`src/rtl/bus_pkg.sv`:
```
// Shared bus types and the arbiter state encoding used by the bus
// arbitration logic beside the CPU.
package bus_pkg;

    localparam int DATA_WIDTH = 8;
    localparam int ADDR_WIDTH = 16;

    typedef logic [DATA_WIDTH-1:0] bus_data_t;
    typedef logic [ADDR_WIDTH-1:0] bus_addr_t;

    typedef enum logic [2:0] {
        IDLE,
        REQ,
        GRANT,
        GAP,
        RETURN
    } arb_state_t;

endpackage

```
`src/rtl/rr_pick.sv`:
```
// Combinational round-robin picker: returns the first pending index
// strictly after the pointer, wrapping around to the lowest index.
module rr_pick
    import bus_pkg::*;
#(
    parameter int NUM_REQ = 2,
    parameter int OWNER_W = (NUM_REQ > 1) ? $clog2(NUM_REQ) : 1
) (
    input  logic [NUM_REQ-1:0] pending,
    input  logic [OWNER_W-1:0] ptr,
    output logic               found,
    output logic [OWNER_W-1:0] index
);

    logic               hi_found;
    logic               lo_found;
    logic [OWNER_W-1:0] hi_index;
    logic [OWNER_W-1:0] lo_index;

    // Scanning downwards leaves the lowest match in each half: above the
    // pointer wins, otherwise the wrap-around candidate is used.
    always_comb begin
        hi_found = 1'b0;
        lo_found = 1'b0;
        hi_index = '0;
        lo_index = '0;
        for (int i = NUM_REQ - 1; i >= 0; i--) begin
            if (pending[i[OWNER_W-1:0]]) begin
                lo_found = 1'b1;
                lo_index = i[OWNER_W-1:0];
                if (i > int'(ptr)) begin
                    hi_found = 1'b1;
                    hi_index = i[OWNER_W-1:0];
                end
            end
        end
        found = hi_found | lo_found;
        index = hi_found ? hi_index : lo_index;
    end

endmodule

```
`src/rtl/bus_arbiter.sv`:
```
// Takes the bus from the CPU via busrq_n/busack_n and hands it to the
// secondary masters one at a time in round-robin order.
module bus_arbiter
    import bus_pkg::*;
#(
    parameter  int NUM_REQ   = 2,
    parameter  int MAX_BURST = 4,
    localparam int OWNER_W   = (NUM_REQ > 1) ? $clog2(NUM_REQ) : 1,
    localparam int BURST_W   = (MAX_BURST > 0) ? $clog2(MAX_BURST + 1) : 1
) (
    input  logic               clk,
    input  logic               reset_n,
    input  logic [NUM_REQ-1:0] req_n,
    input  logic               busack_n,
    output logic               busrq_n,
    output logic [NUM_REQ-1:0] grant_n,
    output logic [OWNER_W-1:0] owner,
    output logic               owner_valid
);

    localparam logic [BURST_W-1:0] BURST_LIMIT = BURST_W'(MAX_BURST);

    arb_state_t         state_q;
    arb_state_t         state_d;
    logic [OWNER_W-1:0] ptr_q;
    logic [OWNER_W-1:0] ptr_d;
    logic [OWNER_W-1:0] owner_d;
    logic [BURST_W-1:0] burst_q;
    logic [BURST_W-1:0] burst_d;
    logic [NUM_REQ-1:0] pending;
    logic [NUM_REQ-1:0] grant_d;
    logic               busrq_d;
    logic               burst_ok;
    logic               pick_found;
    logic [OWNER_W-1:0] pick_index;

    assign pending = ~req_n;

    rr_pick #(
        .NUM_REQ(NUM_REQ),
        .OWNER_W(OWNER_W)
    ) u_pick (
        .pending(pending),
        .ptr    (ptr_q),
        .found  (pick_found),
        .index  (pick_index)
    );

    // Outputs are derived from the next state so they leave a flop directly.
    always_comb begin
        state_d  = state_q;
        ptr_d    = ptr_q;
        owner_d  = owner;
        burst_d  = burst_q;
        burst_ok = (MAX_BURST == 0) || (burst_q < BURST_LIMIT);

        case (state_q)
            IDLE: begin
                if (|pending) state_d = REQ;
            end
            REQ: begin
                if (!busack_n) begin
                    if (pick_found) begin
                        state_d = GRANT;
                        ptr_d   = pick_index;
                        owner_d = pick_index;
                        burst_d = BURST_W'(1);
                    end else begin
                        state_d = RETURN;
                    end
                end
            end
            GRANT: begin
                if (req_n[owner]) state_d = GAP;
            end
            GAP: begin
                if (pick_found && burst_ok) begin
                    state_d = GRANT;
                    ptr_d   = pick_index;
                    owner_d = pick_index;
                    if (MAX_BURST != 0) burst_d = burst_q + BURST_W'(1);
                end else begin
                    state_d = RETURN;
                end
            end
            RETURN: begin
                if (busack_n) state_d = IDLE;
            end
            default: state_d = IDLE;
        endcase

        busrq_d = !(state_d inside {REQ, GRANT, GAP});
        grant_d = '1;
        if (state_d == GRANT) grant_d[owner_d] = 1'b0;
    end

    // The pointer starts on the last index so master 0 wins the first pick.
    always_ff @(posedge clk or negedge reset_n) begin
        if (!reset_n) begin
            state_q     <= IDLE;
            ptr_q       <= OWNER_W'(NUM_REQ - 1);
            burst_q     <= '0;
            owner       <= '0;
            owner_valid <= 1'b0;
            grant_n     <= '1;
            busrq_n     <= 1'b1;
        end else begin
            state_q     <= state_d;
            ptr_q       <= ptr_d;
            burst_q     <= burst_d;
            owner       <= owner_d;
            owner_valid <= (state_d == GRANT);
            grant_n     <= grant_d;
            busrq_n     <= busrq_d;
        end
    end

endmodule

```
`config.mk`:
```
export PLATFORM = sky130hd
export DESIGN_NAME = bus_arbiter
export DESIGN_NICKNAME = d
export VERILOG_FILES = /design/src/rtl/bus_pkg.sv /design/src/rtl/rr_pick.sv /design/src/rtl/bus_arbiter.sv
export SDC_FILE = /design/constraint.sdc
export NUM_CORES = 1
export LEC_CHECK = 0
export BUFFER_PORTS_ARGS = -buffer_cell sky130_fd_sc_hd__buf_4
export CORE_MARGIN = 1.5
export CORE_UTILIZATION = 45
export CTS_BUF_LIST = sky130_fd_sc_hd__clkbuf_4
export DETAILED_ROUTE_END_ITERATION = 7
export GPL_ROUTABILITY_DRIVEN = 1
export PLACE_DENSITY = 0.66
export SYNTH_ARGS = -nofsm -noshare
export SYNTH_HDL_FRONTEND = slang
export SYNTH_SLANG_ARGS = --single-unit
```
`constraint.sdc`:
```
create_clock -name clk -period 1.4 [get_ports clk]
set_input_delay 0.07 -clock clk [delete_from_list [all_inputs] [get_ports clk]]
set_output_delay 0.07 -clock clk [all_outputs]
set_load 0.02 [all_outputs]
```
After elaboration in Yosys (flattened, before gate mapping)
Index checks and enable logic that the tools add are counted.
Widths: inputs -> output; s select.
- word-level logic and storage cells: 64
- register bits after elaboration: 12
- output and inout bits: 5
- add/subtract/negate cells: 1
- multiplexer cells: 30
- magnitude comparators: 5
- eq/ne operators: 10
- bitwise operators: 3
- reductions and logical operators: 8
- operators with widths (kind ; count):
    $mux 3 ; 9
    $mux 1 ; 15
    $pmux 3 s5 ; 1
    $eq 3x2->1 const B ; 4
    $eq 3x1->1 const B ; 2
    $ne 2x2->1 const B ; 3
    $pmux 3 s2 ; 1
    $lt 1x2->1 const B ; 2
    $not 2->2 ; 2
    $pmux 1 s2 ; 2
    $reduce_and 4->1 ; 1
    $add 3x1->3 const B ; 1
    $eq 3x3->1 const B ; 1
    $logic_not 3->1 ; 1
    $lt 3x3->1 const B ; 1
    $reduce_bool 3->1 ; 1
    $logic_and 1x1->1 ; 2
    $mux 2 ; 1
    $reduce_bool 2->1 ; 1
    $reduce_or 2->1 ; 1
    $demux 1 s1 ; 1
    $ge 1x1->1 const B ; 1
    $gt 1x1->1 const A ; 1
    $logic_not 1->1 ; 1
    $or 1x1->1 ; 1

Logic depth before layout (Yosys ltp)
Gate-level depths: netlist (run 1).
- depth in word-level cells: 13
- depth in mapped cells: 4
- mapped depth without buffers: 4

Cells and area by module
From an unflattened synthesis (run 1), not the netlist that was laid out.
- cells, all modules: 58
- area total of the unflattened synthesis: 631.9 um2
- modules (own cells, without submodules) (module ; instances ; cells an instance ; area an instance (um2)):
    bus_arbiter ; 1 ; 56 ; 618.1
    rr_pick ; 1 ; 2 ; 13.8

Worst setup path after synthesis (run 1)
Ideal clock, no wire load.
- path kind: register to register
- start point: register state_q[1]
- end point: register state_q[0]
- path slack: 214 ps
- buffers on the path: 0
- clock period less this slack: 1186 ps
- data required time: 1333 ps
- cell stages (with the launch flop): 4
- data arrival time: 1120 ps
- path through: dfrtp_1 nand2b_1 a221oi_2 and2_1
- cells in the longest elaborated chain, start to end: 2
- RTL lines (element ; line ; RTL):
    from (decl) ; bus_arbiter.sv:23 ; arb_state_t state_q;
    from (signal assigned) ; bus_arbiter.sv:108 ; state_q <= state_d;
    $eq 3x3->1, or another cell as far along ; bus_arbiter.sv:57 ; case (state_q)
    $pmux 3 s5 * ; bus_arbiter.sv:57 ;
    net state_d[0] ; bus_arbiter.sv:24 ; arb_state_t state_d;
Mark *: on every way through the listed nets, which the timed path passes. The rest lies on a longest branch.
A chain may end at the register's enable or synchronous reset.

Worst setup path after layout (run 1)
Ends and elaborated chain as after synthesis.

==> results of run 1 <==
-- cell usage in the layout (no fill, tap or decap), types with 3 or more instances in the layout --
cell      instances
nor2b_1           5
nand2b_1          3
inv_1             4
buf_4            12
a21o_1            3
clkbuf_4          4
dfrtp_1           8
dfstp_2           4
-- sequential cells by signal (all words and copies together), names as in the netlist --
register	count
owner_valid	1
owner	1
busrq_n	1
grant_n	2
state_q	3
ptr_q	1
burst_q	3
-- repair_timing --
action / 4_1_cts / 5_1_grt
endpoints found under the hold margin: 12 / 0
endpoints found under the setup margin: 0 / 2
hold buffers: 1 / 0
-- cells by family after synthesis --
group | count (synthesis)
adders and majority gates | 1
AOI/OAI and AO/OA | 17
and+or+nand+nor | 18
buffers and inverters | 5
muxes | 2
DFF | 12
-- worst max-delay path, stage by stage (launching register included) --
cell      delay [ns]
dfrtp_1         0.45
nand2b_1        0.21
a221oi_2        0.43
and2_1          0.18
-- per-stage QoR --
step	total power [mW]	hold slack [ns]
after detailed placement	1.49	-0.0832
after floorplan	1.22	-0.226
final	1.73	0.124
after CTS	1.74	0.121
after global routing	1.86	0.119
after global placement	1.47	-0.0835
-- worst max-delay path by stage --
stage	start	endpoint	slack, ns	cells after the start
2_1_floorplan	state_q[1]$_DFF_PN0_	state_q[0]$_DFF_PN0_	0.21	3
3_3_place_gp	state_q[1]$_DFF_PN0_	state_q[0]$_DFF_PN0_	0.10	3
3_5_place_dp	state_q[1]$_DFF_PN0_	state_q[0]$_DFF_PN0_	0.09	3
4_1_cts	state_q[1]$_DFF_PN0_	state_q[0]$_DFF_PN0_	0.08	3
5_1_grt	state_q[1]$_DFF_PN0_	state_q[0]$_DFF_PN0_	-0.01	3
6_report	state_q[1]$_DFF_PN0_	state_q[0]$_DFF_PN0_	0.07	3
-- layout make-up --
class	count	share of cell area [%]
Tap cell	15	2.46
Clock buffer	4	3.94
Multi-Input combinational cell	38	38.4
Inverter	4	1.97
Sequential cell	12	40.1
Timing Repair Buffer	13	13.1
-- metal layers --
layer	GRT usage, %	vias to the layer above	wire length (um)
met5	0	-	0
met4	10.3	0	31
met3	5.00	5	41
met2	25.8	9	510
met1	24.2	228	595
li1	-	236	-
-- where the power goes --
part | leakage (nW) | switching (mW) | internal, mW | total, mW
clock | 0.0184 | 0.115 | 0.130 | 0.245
combinational | 0.181 | 0.405 | 0.423 | 0.828
sequential | 0.141 | 0.128 | 0.531 | 0.659
==> results.yml, run 1 <==
clock_tree:
  cts_tree: "built"
  cts_made_buffers: 3
  cts_setup_buffers: 0
  insertion_delay_ns: 0.28
  cts_buffer_depth: 2
  clk_pin_slew_ns: 0.08
  cts_resized: 0
  htree_levels: 1
  cts-root-buf: "clkbuf_4"
  cts_sinks: 12
grt:
  grt_start_max_net_pins: 13
  grt_pass1_wl_mm: 1.85
  overflow: 0
  grt_pass1_vias: 448
  track_usage_pct: 18.1
  antenna_found_initial: 0
min_path:
  hp-class: "input pin to flip-flop"
  min_path_cells: 3
  min_from: "busack_n"
  hold_end: "state_q[2]$_DFF_PN0_"
detailed_routing:
  routed_wl_mm: 1.18
  drt_iter0_drc: 2
  drc: 0
  route.antenna.remaining_nets: 0
  num_vias: 478
  first_pass_iters: 3
  viasPerCell: 5.56
  wire_per_inst_um: 13.7
die:
  core_area_sq_um: 1280
  dieWidth_um: 40.1
  initial_utilization_pct: 48.3
  die_h_um: 40.1
  io_pins: 10
  placementRows: 13
  die_area_sq_um: 1610
layout:
  syn2layout_area_growth_pct: 22.8
  layout.nets: 78
  multi_input_area_sq_um: 293
  post-route-util_pct: 59.3
  fillers: 118
  layout.cells.non_filler: 86
  final_area_sq_um: 762
  seq_area_sq_um: 305
  num_antenna_cells: 0
  drive_gt1_share_pct: 33.8
yosys:
  yosys-top-cells-count: "dfrtp_1, nor2b_1, dfstp_2, inv_1"
  synthSimpleGateAreaFrac_pct: 19.6
  synth_ff_type: "dfrtp_1"
  synth_top_family_by_area: "compound AO/OA/AOI/OAI gates"
  syn_inst: 55
  synth_fa_ha_area_share_pct: 2.02
  ys_async_sr_fraction_pct: 100
  synth_cell_type_count: 27
  synth_compound_area_share_pct: 22.4
  syn-cell-area_sq_um: 621
  syn_avg_cell_area_sq_um: 11.3
  muxShareOfSynthArea_pct: 3.23
  synth_top_area_share_pct: 32.3
  synth_top_cell_by_area: "dfrtp_1"
  yosysWarningCount: 0
  syn_nets: 61
  ys_top_cells_by_area: "dfrtp_1, dfstp_2, nor2b_1"
  synth_seq_cells: 12
  synth_edf_count: 0
  yosysMostFrequentCell: "dfrtp_1"
  synth-xor-area-share_pct: 0
  ys_seq_area_share_pct: 49.2
timing:
  relSlewSlack_pct: 73.9
  finalSetupViolCount: 0
  slew_violations: 0
  max_freq_mhz: 750
  rsz0062_at_grt: "yes"
  layout_setup_ws_ns: 0.0674
  hold_viol: 0
  tightest_slew_ns: 0.391
  finalClockSkew_ns: 0.0110
  tns_ns: 0
  post-route-min-period_ns: 1.33
  period_share_pct: 95.2
critical_path:
  end_kind: "flip-flop"
  critPathMaxFanout: 7
  rr_worst_depth: 3
  reg2reg_from: "state_q[1]$_DFF_PN0_"
  cp.arrival_ns: 1.54
  critPathRequiredTime_ns: 1.61
  r2r_setup_slack_ns: 0.07
  r2r_end: "state_q[0]$_DFF_PN0_"
  worstSetupPathType: "flip-flop to flip-flop"
  cp-start-kind: "flip-flop"
power:
  power_density_nw_per_um2: 2270
  ir_worst_vdd_v: 0.00108
  p_leak_nw: 0.340
place:
  dp_slack_ns: 0.0857
  dpl.cell_count: 81
  globalplace.congestion: 0.809
  dp_hpwl_um: 875
  io_buffers: 9
  placedInstanceArea_sq_um: 722
run_status:
  status: "completed"
job:
  max_cap_viol_count: 0
No activity file was read; power rests on OpenSTA's default activity.
==> run 2, diff against run 1 <==
CORE_AREA = 2 2 39 41   (was not set)
CORE_MARGIN = not set   (was 1.5)
CORE_UTILIZATION = not set   (was 45)
DIE_AREA = 0 0 41 43   (was not set)
PLACE_DENSITY = 0.68   (was 0.66)
==> run 2 against run 1 <==
Net effect: power up 2.1%; first-iteration DRC count grew to 5.5 times the previous value; cell count stayed put; maximum frequency increased by 0.93%; clock skew barely moved; critical path type unchanged.
==> results.yml, run 2 (synthesis gave the netlist of run 1 again) <==
critical_path:
  cp-start-kind: "flip-flop"
  critPathLaunch: "state_q[1]$_DFF_PN0_"
  critPathMaxFanout: 7
  end_kind: "flip-flop"
  reg2reg_from: "state_q[1]$_DFF_PN0_"
  worstSetupPathType: "flip-flop to flip-flop"
  cp.arrival_ns: 1.54
  critPathRequiredTime_ns: 1.62
clock_tree:
  clk_pin_slew_ns: 0.08
  cts-root-buf: "clkbuf_4"
  htree_levels: 1
  cts_setup_buffers: 0
  cts_made_buffers: 3
  cts_buffer_depth: 2
  insertion_delay_ns: 0.28
  cts_sinks: 12
  cts_tree: "built"
die:
  placementRows: 14
  die_h_um: 43
  initial_utilization_pct: 44.8
  dieWidth_um: 41
  core_area_sq_um: 1380
  io_pins: 10
  die_area_sq_um: 1760
place:
  placedInstanceArea_sq_um: 716
  io_buffers: 9
  dp_slack_ns: 0.0475
  dp_hpwl_um: 928
  dpl.cell_count: 81
  globalplace.congestion: 0.799
timing:
  tightest_slew_ns: 0.279
  post-route-min-period_ns: 1.32
  hold_viol: 0
  period_share_pct: 94.3
  finalClockSkew_ns: 0.0114
  slew_violations: 0
  relSlewSlack_pct: 81.0
  holdWs_ns: 0.131
  tns_ns: 0
  layout_setup_ws_ns: 0.0797
  finalSetupViolCount: 0
  max_freq_mhz: 757
  rsz0062_at_grt: "no"
layout:
  num_antenna_cells: 0
  final_area_sq_um: 774
  layout_common_cells: "buf_4, dfrtp_1"
  fillers: 122
  post-route-util_pct: 56.0
  mostFrequentLayoutCell: "buf_4"
  syn2layout_area_growth_pct: 24.8
  layout.nets: 77
  reg.largest.list: "burst_q: 3 flops, state_q: 3 flops, grant_n: 2 flops"
  drive_gt1_share_pct: 37.1
  layout.cells.non_filler: 86
grt:
  track_usage_pct: 18.7
  antenna_found_initial: 0
  grt_pass1_wl_mm: 2.15
  grt_pass1_vias: 469
  grt_start_max_net_pins: 13
  overflow: 0
job:
  max_cap_viol_count: 0
detailed_routing:
  wire_per_inst_um: 15.2
  viasPerCell: 5.71
  routed_wl_mm: 1.31
  route.antenna.remaining_nets: 0
  first_pass_iters: 4
  drc: 0
  drt_iter0_drc: 11
  num_vias: 491
run_status:
  status: "completed"
power:
  p_sw_share_pct: 38.0
  seqPwrFrac_pct: 38.5
  ir_worst_vdd_v: 0.00123
  p_sw_uw: 671
  power_frac_comb_pct: 47.8
  p_leak_nw: 0.339
  total_power_mw: 1.77
  p_clk_share_pct: 13.6
  p_int_mw: 1.10
  power_density_nw_per_um2: 2280
min_path:
  hp-class: "input pin to flip-flop"
  min_from: "busack_n"
-- run 2: final timing paths --
check	endpoint	depth (start not counted)	slack (ns)
min	state_q[2]$_DFF_PN0_	3	0.13
max in group asynchronous	grant_n[0]$_DFF_PN1_	2	1.00
max	state_q[0]$_DFF_PN0_	3	0.08
min reg2reg	burst_q[1]$_DFFE_PN0P_	1	0.54
max reg2reg	state_q[0]$_DFF_PN0_	3	0.08
min in group asynchronous	state_q[2]$_DFF_PN0_	2	0.16
-- run 2: area by class of cell --
cell class	count	area, sq um	share of cell area, %
inverters	4	15.0	1.94
multi-input cells	38	310	40.1
well taps	16	20.0	2.58
repair buffers	12	92.6	12.0
flip-flops and latches	12	307	39.6
clock buffers	4	30.0	3.88
-- run 2: worst max-delay path: stages, from the launching register on --
cell,delay (ns)
dfrtp_2,0.47
nand2b_1,0.23
a221oi_4,0.39
and2_1,0.18
-- run 2: repair_timing --
| item | in CTS | in global routing |
|---|---|---|
| hold buffers | 1 | 0 |
| setup endpoints to repair | 0 | 10 |
| hold endpoints to repair | 12 | 0 |
| resized for setup | 0 | 4 |
-- run 2: power groups by stage --
stage / clock network, mW / registers [mW] / logic, mW
6_report: 0.241 / 0.681 / 0.846
5_1_grt: 0.263 / 0.703 / 0.936
4_1_cts: 0.249 / 0.662 / 0.817
3_5_place_dp: 0 / 0.669 / 0.803
3_3_place_gp: 0 / 0.661 / 0.793
2_1_floorplan: 0 / 0.732 / 0.484
-- run 2: per-layer routing --
layer / vias up / global-route usage [%] / wire length, um
met2: 8 / 27.2 / 678
met5: - / 0 / 0
met4: 0 / 9.33 / 27
met1: 242 / 24.3 / 558
met3: 4 / 5.76 / 46
li1: 237 / - / -
